$ cat src/rtl/mem_ctrl_fsm.sv
// mem_ctrl_fsm: sequencer for the external memory port with fixed strobe phases, ready wait, timeout and one-hot display state
module mem_ctrl_fsm #(
   parameter int ADDR_W       = 8,
   parameter int DATA_W       = 16,
   parameter int RESET_CYCLES = 3,
   parameter int TIMEOUT      = 255
) (
   input  logic              clk,
   input  logic              reset,
   input  logic              rd_req,
   input  logic              wr_req,
   input  logic [ADDR_W-1:0] addr_in,
   input  logic [DATA_W-1:0] wr_data_in,
   input  logic              ack,
   input  logic              mem_ready,
   input  logic [DATA_W-1:0] mem_rdata,
   output logic [ADDR_W-1:0] mem_addr,
   output logic [DATA_W-1:0] mem_wdata,
   output logic              mem_ce,
   output logic              mem_oe,
   output logic              mem_we,
   output logic [12:0]       state,
   output logic [DATA_W-1:0] rd_data,
   output logic              busy,
   output logic              err
);
   typedef enum logic [12:0] {
      RESET      = 13'h0001,
      IDLE       = 13'h0002,
      READ_ST0   = 13'h0004,
      READ_ST1   = 13'h0008,
      READ_ST2   = 13'h0010,
      READ_WAIT  = 13'h0020,
      READ_DONE  = 13'h0040,
      WRITE_ST0  = 13'h0080,
      WRITE_ST1  = 13'h0100,
      WRITE_ST2  = 13'h0200,
      WRITE_ST3  = 13'h0400,
      WRITE_ST4  = 13'h0800,
      WRITE_WAIT = 13'h1000
   } state_t;

   localparam int CW = $clog2((TIMEOUT > RESET_CYCLES ? TIMEOUT : RESET_CYCLES) + 1);
   localparam logic [12:0] CE_M = 13'h1FBC;
   localparam logic [12:0] OE_M = 13'h0038;
   localparam logic [12:0] WE_M = 13'h0600;

   state_t            state_q, state_d;
   logic [CW-1:0]     cnt_q, cnt_d;
   logic [ADDR_W-1:0] addr_q, addr_d;
   logic [DATA_W-1:0] wdata_q, wdata_d, rdata_q, rdata_d;
   logic              err_q, err_d, ce_q, oe_q, we_q;
   logic              to;

   assign to = cnt_q == CW'(TIMEOUT - 1);

   // next-state, latch and timeout-counter logic; the counter doubles as the reset-hold counter
   always_comb begin
      state_d = state_q;
      cnt_d   = cnt_q;
      addr_d  = addr_q;
      wdata_d = wdata_q;
      rdata_d = rdata_q;
      err_d   = err_q;
      case (state_q)
         RESET: begin
            state_d = (cnt_q == CW'(RESET_CYCLES - 1)) ? IDLE : RESET;
            cnt_d   = cnt_q + 1'b1;
         end
         IDLE: if (rd_req || wr_req) begin
            state_d = rd_req ? READ_ST0 : WRITE_ST0;
            addr_d  = addr_in;
            wdata_d = rd_req ? wdata_q : wr_data_in;
            err_d   = 1'b0;
         end
         READ_ST0:  state_d = READ_ST1;
         READ_ST1:  state_d = READ_ST2;
         READ_ST2: begin
            state_d = READ_WAIT;
            cnt_d   = '0;
         end
         READ_WAIT: if (mem_ready) begin
            state_d = READ_DONE;
            rdata_d = mem_rdata;
         end else if (to) begin
            state_d = IDLE;
            err_d   = 1'b1;
         end else cnt_d = cnt_q + 1'b1;
         READ_DONE: state_d = ack ? IDLE : READ_DONE;
         WRITE_ST0: state_d = WRITE_ST1;
         WRITE_ST1: state_d = WRITE_ST2;
         WRITE_ST2: state_d = WRITE_ST3;
         WRITE_ST3: state_d = WRITE_ST4;
         WRITE_ST4: begin
            state_d = WRITE_WAIT;
            cnt_d   = '0;
         end
         WRITE_WAIT: if (mem_ready) state_d = IDLE;
         else if (to) begin
            state_d = IDLE;
            err_d   = 1'b1;
         end else cnt_d = cnt_q + 1'b1;
         default: state_d = RESET;
      endcase
   end

   // state register with strobes registered from the next state so they align with it
   always_ff @(posedge clk) begin
      if (reset) begin
         state_q <= RESET;
         cnt_q   <= '0;
         addr_q  <= '0;
         wdata_q <= '0;
         rdata_q <= '0;
         err_q   <= 1'b0;
         ce_q    <= 1'b0;
         oe_q    <= 1'b0;
         we_q    <= 1'b0;
      end else begin
         state_q <= state_d;
         cnt_q   <= cnt_d;
         addr_q  <= addr_d;
         wdata_q <= wdata_d;
         rdata_q <= rdata_d;
         err_q   <= err_d;
         ce_q    <= |(state_d & CE_M);
         oe_q    <= |(state_d & OE_M);
         we_q    <= |(state_d & WE_M);
      end
   end

   assign mem_addr  = addr_q;
   assign mem_wdata = wdata_q;
   assign mem_ce    = ce_q;
   assign mem_oe    = oe_q;
   assign mem_we    = we_q;
   assign state     = state_q;
   assign rd_data   = rdata_q;
   assign busy      = ~state_q[1];
   assign err       = err_q;
endmodule

$ cat config.mk
export PLATFORM = sky130hd
export DESIGN_NAME = mem_ctrl_fsm
export DESIGN_NICKNAME = d
export VERILOG_FILES = /design/src/rtl/mem_ctrl_fsm.sv
export SDC_FILE = /design/constraint.sdc
export NUM_CORES = 1
export LEC_CHECK = 0
export ABC_AREA = 1
export BUFFER_PORTS_ARGS = -buffer_cell sky130_fd_sc_hd__buf_4
export CAP_MARGIN = 10
export CORE_MARGIN = 4
export CORE_UTILIZATION = 50
export DETAILED_ROUTE_END_ITERATION = 12
export GPL_TIMING_DRIVEN = 0
export PLACE_DENSITY_LB_ADDON = 0.25
export SLEW_MARGIN = 20
export SYNTH_ARGS = -nofsm -noshare
export SYNTH_HDL_FRONTEND = slang
export SYNTH_SLANG_ARGS = --single-unit
$ cat constraint.sdc
create_clock -name clk -period 1.63 [get_ports clk]
set_input_delay 0.2445 -clock clk [delete_from_list [all_inputs] [get_ports clk]]
set_output_delay 0.2445 -clock clk [all_outputs]
set_load 0.005 [all_outputs]
# After elaboration in Yosys (flattened, before gate mapping)

Index checks and enable logic that the tools add are counted.

Add/subtract/negate cells: 1
Equal/unequal tests: 19
Multiplexer cells: 15
Bitwise operators: 2
Reductions and logical operators: 13

Operators with widths:

| kind                   | number |
|---|---|
| $pmux W13 S13          | 1 |
| $mux W13               | 4 |
| $mux W8                | 3 |
| $pmux W8 S3            | 1 |
| $eq A13 B1 Y1 const B  | 1 |
| $eq A13 B10 Y1 const B | 1 |
| $eq A13 B11 Y1 const B | 1 |
| $eq A13 B12 Y1 const B | 1 |
| $eq A13 B13 Y1 const B | 1 |
| $eq A13 B2 Y1 const B  | 1 |
| $eq A13 B3 Y1 const B  | 1 |
| $eq A13 B4 Y1 const B  | 1 |
| $eq A13 B5 Y1 const B  | 1 |
| $eq A13 B6 Y1 const B  | 1 |
| $eq A13 B7 Y1 const B  | 1 |
| $eq A13 B8 Y1 const B  | 1 |
| $eq A13 B9 Y1 const B  | 1 |
| $reduce_or A10 Y1      | 1 |
| $add A8 B1 Y8 const B  | 1 |
| $eq A8 B2 Y1 const B   | 1 |
| $eq A8 B8 Y1 const B   | 1 |
| $mux W7                | 1 |
| $ne A2 B2 Y1 const B   | 3 |
| $reduce_and A3 Y1      | 2 |
| other kinds (12)       | 18 |

Register bits: 65
Bits of input ports: 46
Output and inout bits: 58
Word-level logic and storage cells: 60

# Longest topological paths before layout

Depth after elaboration: 5
Gate-level depth with buffers: 13
Depth with buffers taken out: 13

# Least setup slack after synthesis

OpenSTA, ideal clock, no wires.

Kind: flip-flop to flip-flop
Start: reg cnt_q[0]
End: reg ce_q, in the netlist mem_ce
Library setup time: 0.056 ns
Arrival: 1.387 ns
Data required time: 1.574 ns
Path slack: 0.186 ns
Stages on the path, launching flop included: 12
Path buffers: 0
Period minus slack after synthesis: 1.444 ns
Cell sequence: dfxtp_1 -> inv_1 -> ha_1 -> nand2_1 -> nor2_1 -> nand2_1 -> nand3_1 -> o21ai_0 -> nor2_1 -> nand3_1 -> nand2_1 -> inv_1

Word-level cells in the longest chain between the ends: 5
Elaborated cells on any way between the ends: 6
Those cells by class: eq/ne (1); mux (4); reduce/logical (1)

RTL lines:

| item                               | RTL line | RTL |
|---|---|---|
| start: declaration                 | 49       | `logic [CW-1:0] cnt_q, cnt_d;` |
| start signal: assignment           | 121      | `cnt_q <= cnt_d;` |
| $eq A8 B8 Y1 (*)                   | 55       | `assign to = cnt_q == CW'(TIMEOUT - 1);` |
| $mux W13 (*)                       | 85, 99   |  |
| $mux W13, on equally long branches | 98, 82   |  |
| $pmux W13 S13 (*)                  | 65       | `case (state_q)` |
| $reduce_or A10 Y1 (*)              | 126      | `ce_q <= \|(state_d & CE_M);` |
| end signal: assignment             | 126      |  |
| end: declaration                   | 52       | `logic err_q, err_d, ce_q, oe_q, we_q;` |

Every way passes the cells marked *; elsewhere a longest branch is shown, timed or not.
A chain may end at the register's enable or synchronous reset.

# Final worst setup path

Start: reg state_q[12], in the netlist state[12]
End: reg state_q[0], in the netlist state[0]

Word-level cells in the longest chain between the ends: 2
Elaborated cells on any way between the ends: 15
Those cells by class: eq/ne (14); mux (1)

RTL lines:

| item                                          | RTL line | RTL |
|---|---|---|
| start: declaration                            | 48       | `state_t state_q, state_d;` |
| start signal: assignment                      | 120      | `state_q <= state_d;` |
| $eq A13 B13 Y1 (tied with other cells)        | 65       |  |
| $pmux W13 S13 or $ne A2 B2 Y1 (tied branches) | -        |  |

Parallel ways exist; a longest one is shown, timed or not.

==> results.md <==
* Count of input and output buffers at around 100
* Final Hold Fails at 0
* CP Launch Type: flop
* Synth warn at 0
* Io pins at about 100
* Die width at 86.2 microns
* CP endpoint kind: flop
* Gate Count Post-Synth at approximately 400
* Row Count at 28
* Fraction of registers with async set/reset at 0%
* Die height at roughly 86 microns
* Ratio of cells with drive above 1 in the final layout at between 40% and 50%
* Global-route wire length before repair at 13300 microns
* Max Root-Sink Buffers at 2
* Final setup vio count at 0
* Fin crit share at between 90 and 100%
* Reg2reg setup slack at 0.01 ns
* Met2 Use GR at roughly two fifths
* TritonRoute pass-1 iters at 4
* Reg clk slew, reported paths at 0.08 ns
* Global placer's final weighted congestion at around 0.89
* CTS buffer count at 9
* Vias in the first global route at 2952
* Fin cells at 610
* Synth top cells by count: dfxtp_1, nand2_1, inv_1
* Crit Path Class: flop to flop
* Leakage at 1.89 nW
* Post-Syn Area at between 3000 and 4000 sq um
* Post-synth top area cell: dfxtp_1
* Synth unique cells at 34
* Worst vdd ir at about 670 uV
* Avg Cell Area, Syn at around 7.7 sq um
* RSZ-0062 raised after global routing: yes
* Initial drt markers at 95
* Design Power at 0.00429 W
* Post-route antenna net violation count at 0
* Max cap viols at 0
* Initial Util at 51.6%
* XOR/XNOR share of the synthesized area at ~1.1%
* CP Max Fanout at 8
* Post-synthesis mux area share at 0%
* Vias at 3092
* Adder-Cell Fraction of Synth Area at less than 1%
* CTS root buffer: clkbuf_8
* Area growth syn-to-layout at 48.7%
* Yosys top cell area share at 42.6%
* Post-DP HPWL at ~6000 microns
* PwrDens at 943 nW/um^2
* Highest Clock Rate at approximately 600 MHz
* Fraction of the mapped netlist area in compound gates at about 16%
* Fin. max-slew vios at 0
* H-tree levels at 3
* Grt met3 use at 6.18%
* Post-Place Cells at roughly 570
* CTS tree: built
* Wire per inst at around 14 microns
* Status: finished clean
* Largest family of logic cells by synthesized area: simple AND/OR/NAND/NOR gates
* Drt drc at 0
* Diode count at 0
* Synth top area cells: dfxtp_1, nand2_1, a21oi_1
* Required time worst endpoint at ~1.9 ns
* Top Usage Layer GRT: met2
* Final nets at 578
* GRT Total Usage at between 20% and 30%
* Synthesized net count at between 400 and 500
* WL final at 8720 microns
* Synth Area in Simple Gates at 30.6%
* Worst min path class: primary input to flop
* Die area at 7430 sq um
* Met1 Usage GRT at 26.3%
* Worst Path Arrival at 1.89 ns
* GRT overflow at 0
* Final Util at around three quarters
* Core ar. at just under 6000 sq um
* Largest net degree at the start of global routing at 13
* Minimum clock period at between 1.5 and 2 ns
* Vias per inst at ~5.1
* Seq/Total Area, Yosys at between 40% and 50%
* Clk sinks at 65
* FF+latch count, synth at between 60 and 70
* Post-synth EDFFs at 0
* Worst Tran Pin Value at between 0.7 and 0.8 ns
* Fin Clk Skew at 0.0120 ns
* Slew headroom at 49.9%
* Initial antenna violation count at 0
* Clk_lat worst skew at about 0.35 ns
* Top-count cell post-synth: dfxtp_1
* Top FF cell, synth: dfxtp_1
-- layer usage --
layer  up-vias  wire [microns]
met5         -               0
met4         0             174
met3        14             586
met2       102            4490
met1      1420            3470
li1       1556               -
-- report_power, final --
group / internal (W) / switching, W
clock: 0.000908 / 0.000652
combinational: 0.000459 / 0.000547
sequential: 0.00165 / 0.0000692
-- layout by cell type, fill, tap and decap left out, drive strengths merged --
| cell type | instances |
|---|---|
| clkbuf | 18 |
| nor3 | 10 |
| nor4 | 1 |
| o21ai | 27 |
| dfxtp | 65 |
| nand3 | 34 |
| or2 | 2 |
| clkinv | 3 |
| nand4 | 7 |
| ha | 2 |
| nor2 | 49 |
| and3 | 1 |
| nand2 | 77 |
| a21oi | 54 |
| xor2 | 2 |
| buf | 129 |
| bufinv | 2 |
| xnor2 | 2 |
| clkinvlp | 1 |
| inv | 49 |
-- logic make-up (layout without fill, tap and decap cells) --
group	Yosys count	count (layout)
AND/OR/NAND/NOR	180	181
AO/OA/AOI/OAI	81	81
XOR/XNOR	4	4
buffers and inverters	63	202
adder cells (fa/ha/maj)	2	2
flip-flops	65	65
-- what timing repair did --
item | 4_1_cts | 5_1_grt
gates cloned | 1 | 1
gates resized for setup | 7 | 51
hold buffers | 0 | 0
setup endpoints to repair | 22 | 37
buffers inserted | 5 | 14
pin swaps | 6 | 16
-- path summary, 6_finish.rpt --
check / startpoint / to / depth (start not counted)
worst min-delay path: wr_data_in[3] / mem_wdata[3] / 3
worst max-delay path: state[12] / state[0] / 10
worst max register to register: state[12] / state[0] / 10
worst min register to register: rd_data[13] / rd_data[13] / 2
-- metrics by stage --
| step | cell area [sq um] | worst slack (ns) | hold WS [ns] | setup TNS, ns |
|---|---|---|---|---|
| global placement | 3930 | -0.0905 | 0.432 | -0.216 |
| global route | 4550 | -0.0900 | 0.132 | -0.470 |
| floorplan | 3060 | 0.186 | 0.381 | 0 |
| detailed placement | 3930 | -0.116 | 0.435 | -0.421 |
| CTS | 4240 | 0.000435 | 0.132 | 0 |
| finish | 4550 | 0.0129 | 0.143 | 0 |
-- layout make-up --
type	instances	area, sq um
multi-input combinational	268	1630
fill	440	1370
sequential	65	1330
timing repair buffer	123	966
inverter	49	204
clock buffer	10	138
buffer	14	105
tap	75	93.8
clock inverter	6	90.1
-- state kept, by name, summed over array words and instances, names as in the netlist --
register,flops
state,13
err,1
cnt_q,8
mem_addr,8
mem_ce,1
mem_we,1
mem_wdata,16
mem_oe,1
rd_data,16
-- critical path, stage by stage, from the launching register on --
cell	delay, ns
dfxtp_2	0.43
inv_2	0.09
nand3_4	0.11
inv_2	0.06
nand3_4	0.10
nand2_4	0.07
buf_4	0.15
or2_2	0.26
nor2_1	0.11
nand2_1	0.08
nand3_1	0.07
No activity file was read; power rests on OpenSTA's default activity.
